[config.mk]
export PLATFORM = sky130hd
export DESIGN_NAME = multicycle_control
export DESIGN_NICKNAME = d
export VERILOG_FILES = /design/src/rtl/multicycle_control_pkg.sv /design/src/rtl/multicycle_control_alu_decoder.sv /design/src/rtl/multicycle_control.sv
export SDC_FILE = /design/constraint.sdc
export NUM_CORES = 1
export LEC_CHECK = 0
export ABC_AREA = 0
export CELL_PAD_IN_SITES_DETAIL_PLACEMENT = 0
export CELL_PAD_IN_SITES_GLOBAL_PLACEMENT = 2
export CORE_ASPECT_RATIO = 1.2
export CORE_MARGIN = 1
export CORE_UTILIZATION = 18
export CTS_CLUSTER_DIAMETER = 100
export CTS_CLUSTER_SIZE = 40
export DETAILED_ROUTE_END_ITERATION = 8
export PLACE_DENSITY_LB_ADDON = 0.1
export RECOVER_POWER = 100
export SLEW_MARGIN = 10
export SYNTH_ARGS = -nofsm -noshare
export SYNTH_HDL_FRONTEND = slang
export SYNTH_SLANG_ARGS = --single-unit
[constraint.sdc]
create_clock -name clk -period 3.2 [get_ports clk]
set_input_delay 0.64 -clock clk [delete_from_list [all_inputs] [get_ports clk]]
set_output_delay 0.64 -clock clk [all_outputs]
set_load 0.05 [all_outputs]
[src/rtl/multicycle_control_pkg.sv]
// multicycle_control_pkg: opcodes, funct codes, ALU codes, select codes and FSM states for the multicycle MIPS control.
package multicycle_control_pkg;
    typedef enum logic [3:0] {
        S_FETCH, S_DECODE, S_MEMADR, S_MEMREAD, S_MEMWB, S_MEMWRITE, S_EXECUTE, S_ALUWB,
        S_BEQ, S_BNE, S_ADDI_EX, S_ADDI_WB, S_JUMP, S_JAL, S_HALT
    } state_t;
    localparam logic [5:0] OP_R    = 6'b000000;
    localparam logic [5:0] OP_J    = 6'b000010;
    localparam logic [5:0] OP_JAL  = 6'b000011;
    localparam logic [5:0] OP_BEQ  = 6'b000100;
    localparam logic [5:0] OP_BNE  = 6'b000101;
    localparam logic [5:0] OP_ADDI = 6'b001000;
    localparam logic [5:0] OP_LW   = 6'b100011;
    localparam logic [5:0] OP_SW   = 6'b101011;
    localparam logic [5:0] F_ADD = 6'b100000;
    localparam logic [5:0] F_SUB = 6'b100010;
    localparam logic [5:0] F_AND = 6'b100100;
    localparam logic [5:0] F_OR  = 6'b100101;
    localparam logic [5:0] F_SLT = 6'b101010;
    localparam logic [2:0] ALU_ADD = 3'b010;
    localparam logic [2:0] ALU_SUB = 3'b110;
    localparam logic [2:0] ALU_AND = 3'b000;
    localparam logic [2:0] ALU_OR  = 3'b001;
    localparam logic [2:0] ALU_SLT = 3'b111;
    localparam logic [1:0] PC_ALU    = 2'b00;
    localparam logic [1:0] PC_ALUOUT = 2'b01;
    localparam logic [1:0] PC_JUMP   = 2'b10;
    localparam logic [1:0] SRCB_B    = 2'b00;
    localparam logic [1:0] SRCB_4    = 2'b01;
    localparam logic [1:0] SRCB_IMM  = 2'b10;
    localparam logic [1:0] SRCB_IMM4 = 2'b11;
    localparam logic [1:0] DST_RT = 2'b00;
    localparam logic [1:0] DST_RD = 2'b01;
    localparam logic [1:0] DST_RA = 2'b10;
endpackage

[src/rtl/multicycle_control_alu_decoder.sv]
// multicycle_control_alu_decoder: R-type funct to ALU control, flagging encodings the core cannot execute.
module multicycle_control_alu_decoder
    import multicycle_control_pkg::*;
(
    input  logic [5:0] funct,
    output logic [2:0] alu_control,
    output logic       legal
);
    always_comb begin
        legal = funct inside {F_ADD, F_SUB, F_AND, F_OR, F_SLT};
        alu_control = funct == F_SUB ? ALU_SUB :
                      funct == F_AND ? ALU_AND :
                      funct == F_OR  ? ALU_OR  :
                      funct == F_SLT ? ALU_SLT : ALU_ADD;
    end
endmodule

[src/rtl/multicycle_control.sv]
// multicycle_control: sequencing FSM for the multicycle MIPS core, Moore-decoded selects and strobes.
module multicycle_control
    import multicycle_control_pkg::*;
#(
    parameter int STATE_W = 4
) (
    input  logic               clk,
    input  logic               reset,
    input  logic [5:0]         op,
    input  logic [5:0]         funct,
    input  logic               zero,
    input  logic               mem_ready,
    output logic               mem_req,
    output logic               iord,
    output logic               mem_write,
    output logic               ir_write,
    output logic               pc_en,
    output logic [1:0]         pc_src,
    output logic               alu_src_a,
    output logic [1:0]         alu_src_b,
    output logic [2:0]         alu_control,
    output logic               reg_write,
    output logic [1:0]         reg_dst,
    output logic               memto_reg,
    output logic               link,
    output logic               retire,
    output logic               halted,
    output logic [STATE_W-1:0] state
);
    state_t state_q, state_d, decode_next;
    logic [2:0] funct_alu;
    logic funct_legal;

    multicycle_control_alu_decoder u_alu_dec (
        .funct(funct),
        .alu_control(funct_alu),
        .legal(funct_legal)
    );

    always_comb begin
        case (op)
            OP_LW, OP_SW: decode_next = S_MEMADR;
            OP_R:         decode_next = funct_legal ? S_EXECUTE : S_HALT;
            OP_BEQ:       decode_next = S_BEQ;
            OP_BNE:       decode_next = S_BNE;
            OP_ADDI:      decode_next = S_ADDI_EX;
            OP_J:         decode_next = S_JUMP;
            OP_JAL:       decode_next = S_JAL;
            default:      decode_next = S_HALT;
        endcase
        case (state_q)
            S_FETCH:    state_d = mem_ready ? S_DECODE : S_FETCH;
            S_DECODE:   state_d = decode_next;
            S_MEMADR:   state_d = op == OP_SW ? S_MEMWRITE : S_MEMREAD;
            S_MEMREAD:  state_d = mem_ready ? S_MEMWB : S_MEMREAD;
            S_MEMWRITE: state_d = mem_ready ? S_FETCH : S_MEMWRITE;
            S_EXECUTE:  state_d = S_ALUWB;
            S_ADDI_EX:  state_d = S_ADDI_WB;
            S_HALT:     state_d = S_HALT;
            default:    state_d = S_FETCH;
        endcase
    end

    always_ff @(posedge clk) begin
        if (reset) state_q <= S_FETCH;
        else       state_q <= state_d;
    end

    always_comb begin
        mem_req     = 1'b0;
        iord        = 1'b0;
        mem_write   = 1'b0;
        ir_write    = 1'b0;
        pc_en       = 1'b0;
        pc_src      = PC_ALU;
        alu_src_a   = 1'b0;
        alu_src_b   = SRCB_B;
        alu_control = ALU_ADD;
        reg_write   = 1'b0;
        reg_dst     = DST_RT;
        memto_reg   = 1'b0;
        link        = 1'b0;
        retire      = 1'b0;
        halted      = 1'b0;
        case (state_q)
            S_FETCH: begin
                mem_req   = 1'b1;
                alu_src_b = SRCB_4;
                ir_write  = mem_ready;
                pc_en     = mem_ready;
            end
            S_DECODE: alu_src_b = SRCB_IMM4;
            S_MEMADR, S_ADDI_EX: begin
                alu_src_a = 1'b1;
                alu_src_b = SRCB_IMM;
            end
            S_MEMREAD: begin
                mem_req = 1'b1;
                iord    = 1'b1;
            end
            S_MEMWB: begin
                memto_reg = 1'b1;
                reg_write = 1'b1;
                retire    = 1'b1;
            end
            S_MEMWRITE: begin
                mem_req   = 1'b1;
                iord      = 1'b1;
                mem_write = 1'b1;
                retire    = mem_ready;
            end
            S_EXECUTE: begin
                alu_src_a   = 1'b1;
                alu_control = funct_alu;
            end
            S_ALUWB: begin
                reg_dst   = DST_RD;
                reg_write = 1'b1;
                retire    = 1'b1;
            end
            S_BEQ, S_BNE: begin
                alu_src_a   = 1'b1;
                alu_control = ALU_SUB;
                pc_src      = PC_ALUOUT;
                pc_en       = zero ^ (state_q == S_BNE);
                retire      = 1'b1;
            end
            S_ADDI_WB: begin
                reg_write = 1'b1;
                retire    = 1'b1;
            end
            S_JUMP: begin
                pc_src = PC_JUMP;
                pc_en  = 1'b1;
                retire = 1'b1;
            end
            // $31 takes the live PC+4 of the already-incremented PC, i.e. PC+8 of the jal
            S_JAL: begin
                pc_src    = PC_JUMP;
                pc_en     = 1'b1;
                alu_src_b = SRCB_4;
                link      = 1'b1;
                reg_dst   = DST_RA;
                reg_write = 1'b1;
                retire    = 1'b1;
            end
            S_HALT: halted = 1'b1;
            default: ;
        endcase
        if (reset) begin
            mem_req   = 1'b0;
            mem_write = 1'b0;
            ir_write  = 1'b0;
            pc_en     = 1'b0;
            reg_write = 1'b0;
            retire    = 1'b0;
        end
    end

    assign state = STATE_W'(state_q);
endmodule

==> impl_metrics.toml <==
[global_route]
overflow = 0
antenna_found_initial = 0
grt_pass1_vias = 882
grt_pass1_wl_um = 3829
grt_max_degree = 18
grt_usage_pct = 13.07

[critical_path]
worstPathMaxFanout = 4
arrival_ns = 2.36
crit_type = "in2out"
path_cells = "clkdlybuf4s50_1, or3b_2, nor2_1, a31oi_1, nor2_1, clkbuf_1"
end_kind = "primary output"
crit_required_ns = 2.56
critPathMostFrequentCell = "nor2_1"
cpPeakStageDelay_ns = 0.53
slowest_stage = "clkdlybuf4s50_1"
startpoint_type = "input pin"

[floorplan]
core-area_um2 = 3338
io_pins = 40
rows = 23
initial_core_util_pct = 18.97
die_h_um = 66.97
dieArea_um2 = 3759
die_w_um = 56.14

[min_path]
min_path_type = "reg2reg"

[placement]
dp_hpwl_um = 1925
port_buffers = 39
placed_area_um2 = 1124
pre_cts_ws_ns = 0.4074
gp_congestion = 0.7106

[timing]
setup_violations = 0
tightest_slew_ns = 0.6053
rsz0062_at_grt = "no"
clock.fmax_mhz = 333.0
finalMaxSlewViolations = 0
fin_ws_ns = 0.1970
hold_viol = 0
fin_crit_ns = 3.003
maxSlewHeadroom_pct = 59.82
finalCritPeriodShare_pct = 93.84
timing.setup.tns_ns = 0
skew_ns = 0.0006353

[synth]
syn_area_um2 = 633.1
synth_cell_types = 33
synth_nets = 121
synth-seq-cells = 4
avgSynthCellArea_um2 = 6.030
synth_top_area_cell = "dfxtp_1"
synth_warnings = 0
ys_seq_area_share_pct = 12.65
synth_top_cell_area_share_pct = 12.65
netlist_instances = 105
synthTopCellsByArea = "dfxtp_1 (13%), nor2_1 (11%), nand2_1 (6.5%)"

[pwr]
switching_power_w = 0.0006960
pwr-share-seq_pct = 12.4
swShare_pct = 61.51
clock_power_share_pct = 9.2
share_comb_of_total_power_pct = 78.4
p_total_w = 0.001131
p_leak_nw = 0.4393
irDropWorstVdd_mv = 0.4299
cellPowerDensity_nw_per_um2 = 1038
internal-power_w = 0.0004355

[cells_and_area]
drive_gt1_share_pct = 9.589
nets = 164
final_cell_mix = "nor2_1 (19), dlygate4sd3_1 (19), clkdlybuf4s50_1 (12)"
area.growth.synth_to_final_pct = 72.14
num_antenna_cells = 0
utilization_pct = 32.65
largest_reg_flops = 4
design_area_um2 = 1090

[outcome]
outcome = "finished, final reports clean"

[detailed_routing]
first_pass_iters = 4
drt_drc_violations_left = 0
wl_um = 2446
wire_per_inst_um = 13.37
vias = 889
dr.first_iter.drc_count = 22
vias_per_cell = 4.858
ant_nets = 0

[clock_network]
cts-resized-gates = 0
cts_setup_buffers = 0
htree_levels = 1
clock-root-buffer = "clkbuf_8"
clk_pin_slew_worst_paths_ns = 0.03
cts_sinks = 4
cts_tree = "built"
clk_latency_ns = 0.21
cts_hold_buf = 0
clk_path_buf_depth = 2
cts_made_buffers = 3

[job]
drv_cap = 0
[layout make-up]
cell class | instances | area (um^2)
clock buffer | 3 | 41.29
fill | 388 | 2248
inverter | 3 | 11.26
multi-input combinational | 91 | 520.5
sequential | 4 | 80.08
tap | 37 | 46.29
timing repair buffer | 45 | 390.4
[layer usage]
metal  global-route usage (%)  routed length (um)  vias to the layer above
li1                         -                   -                      463
met1                    14.01                1095                      399
met2                    25.30                1248                       25
met3                    1.942                  88                        2
met4                    5.488                  14                        0
met5                        0                   0                        -
[final timing paths]
path | start | end | slack, ns | cells past startpoint
hold reg to reg | state[3] | state[3] | 0.78 | 3
setup / recovery | funct[1] | alu_control[0] | 0.20 | 6
hold / removal | state[3] | state[3] | 0.78 | 3
setup reg to reg | state[2] | state[2] | 1.59 | 6
[Yosys cell counts, drive strengths merged]
| cell | count |
|---|---|
| nor3 | 7 |
| o2111ai | 2 |
| xnor2 | 1 |
| a41oi | 1 |
| o21ai | 4 |
| inv | 3 |
| or3b | 1 |
| o22ai | 1 |
| nor3b | 1 |
| buf | 5 |
| o21bai | 1 |
| a31oi | 4 |
| nand2b | 6 |
| xor2 | 1 |
| or4b | 1 |
| mux2i | 1 |
| a2bb2oi | 2 |
| a21oi | 5 |
| nand4 | 2 |
| o31ai | 1 |
| dfxtp | 4 |
| nor4 | 2 |
| nand3 | 3 |
| o211ai | 1 |
| a211oi | 3 |
| nor2b | 6 |
| nand2 | 11 |
| nor2 | 19 |
| clkbuf | 2 |
| or3 | 2 |
| a21o | 2 |
[metrics by stage]
step	hold slack (ns)	std cells
2_1_floorplan	0.8709	105
3_3_place_gp	0.7861	180
3_5_place_dp	0.7830	180
4_1_cts	0.7848	183
5_1_grt	0.8201	183
6_report	0.7775	183
[critical path, delay by kind of cell]
family | cells | cell delay (ns)
compound gates | 1 | 0.05
buf+inv | 2 | 1.00
simple gates | 3 | 0.67
[power groups by stage]
stage	clock [W]	sequential [W]	combinational, W
3_5_place_dp	0	0.000146	0.000992
5_1_grt	0.000111	0.000150	0.000958
3_3_place_gp	0	0.000146	0.000995
6_report	0.000104	0.000140	0.000887
2_1_floorplan	0	0.000166	0.000606
4_1_cts	0.000108	0.000145	0.000994
[kinds of logic after synthesis]
kind of cell	synth area share, %
AND/OR/NAND/NOR	47.63
XOR/XNOR	2.767
flip-flops	12.65
AO/OA/AOI/OAI	28.46
multiplexers	1.581
buffers and inverters	6.918
(Power assumes the default switching activity.)
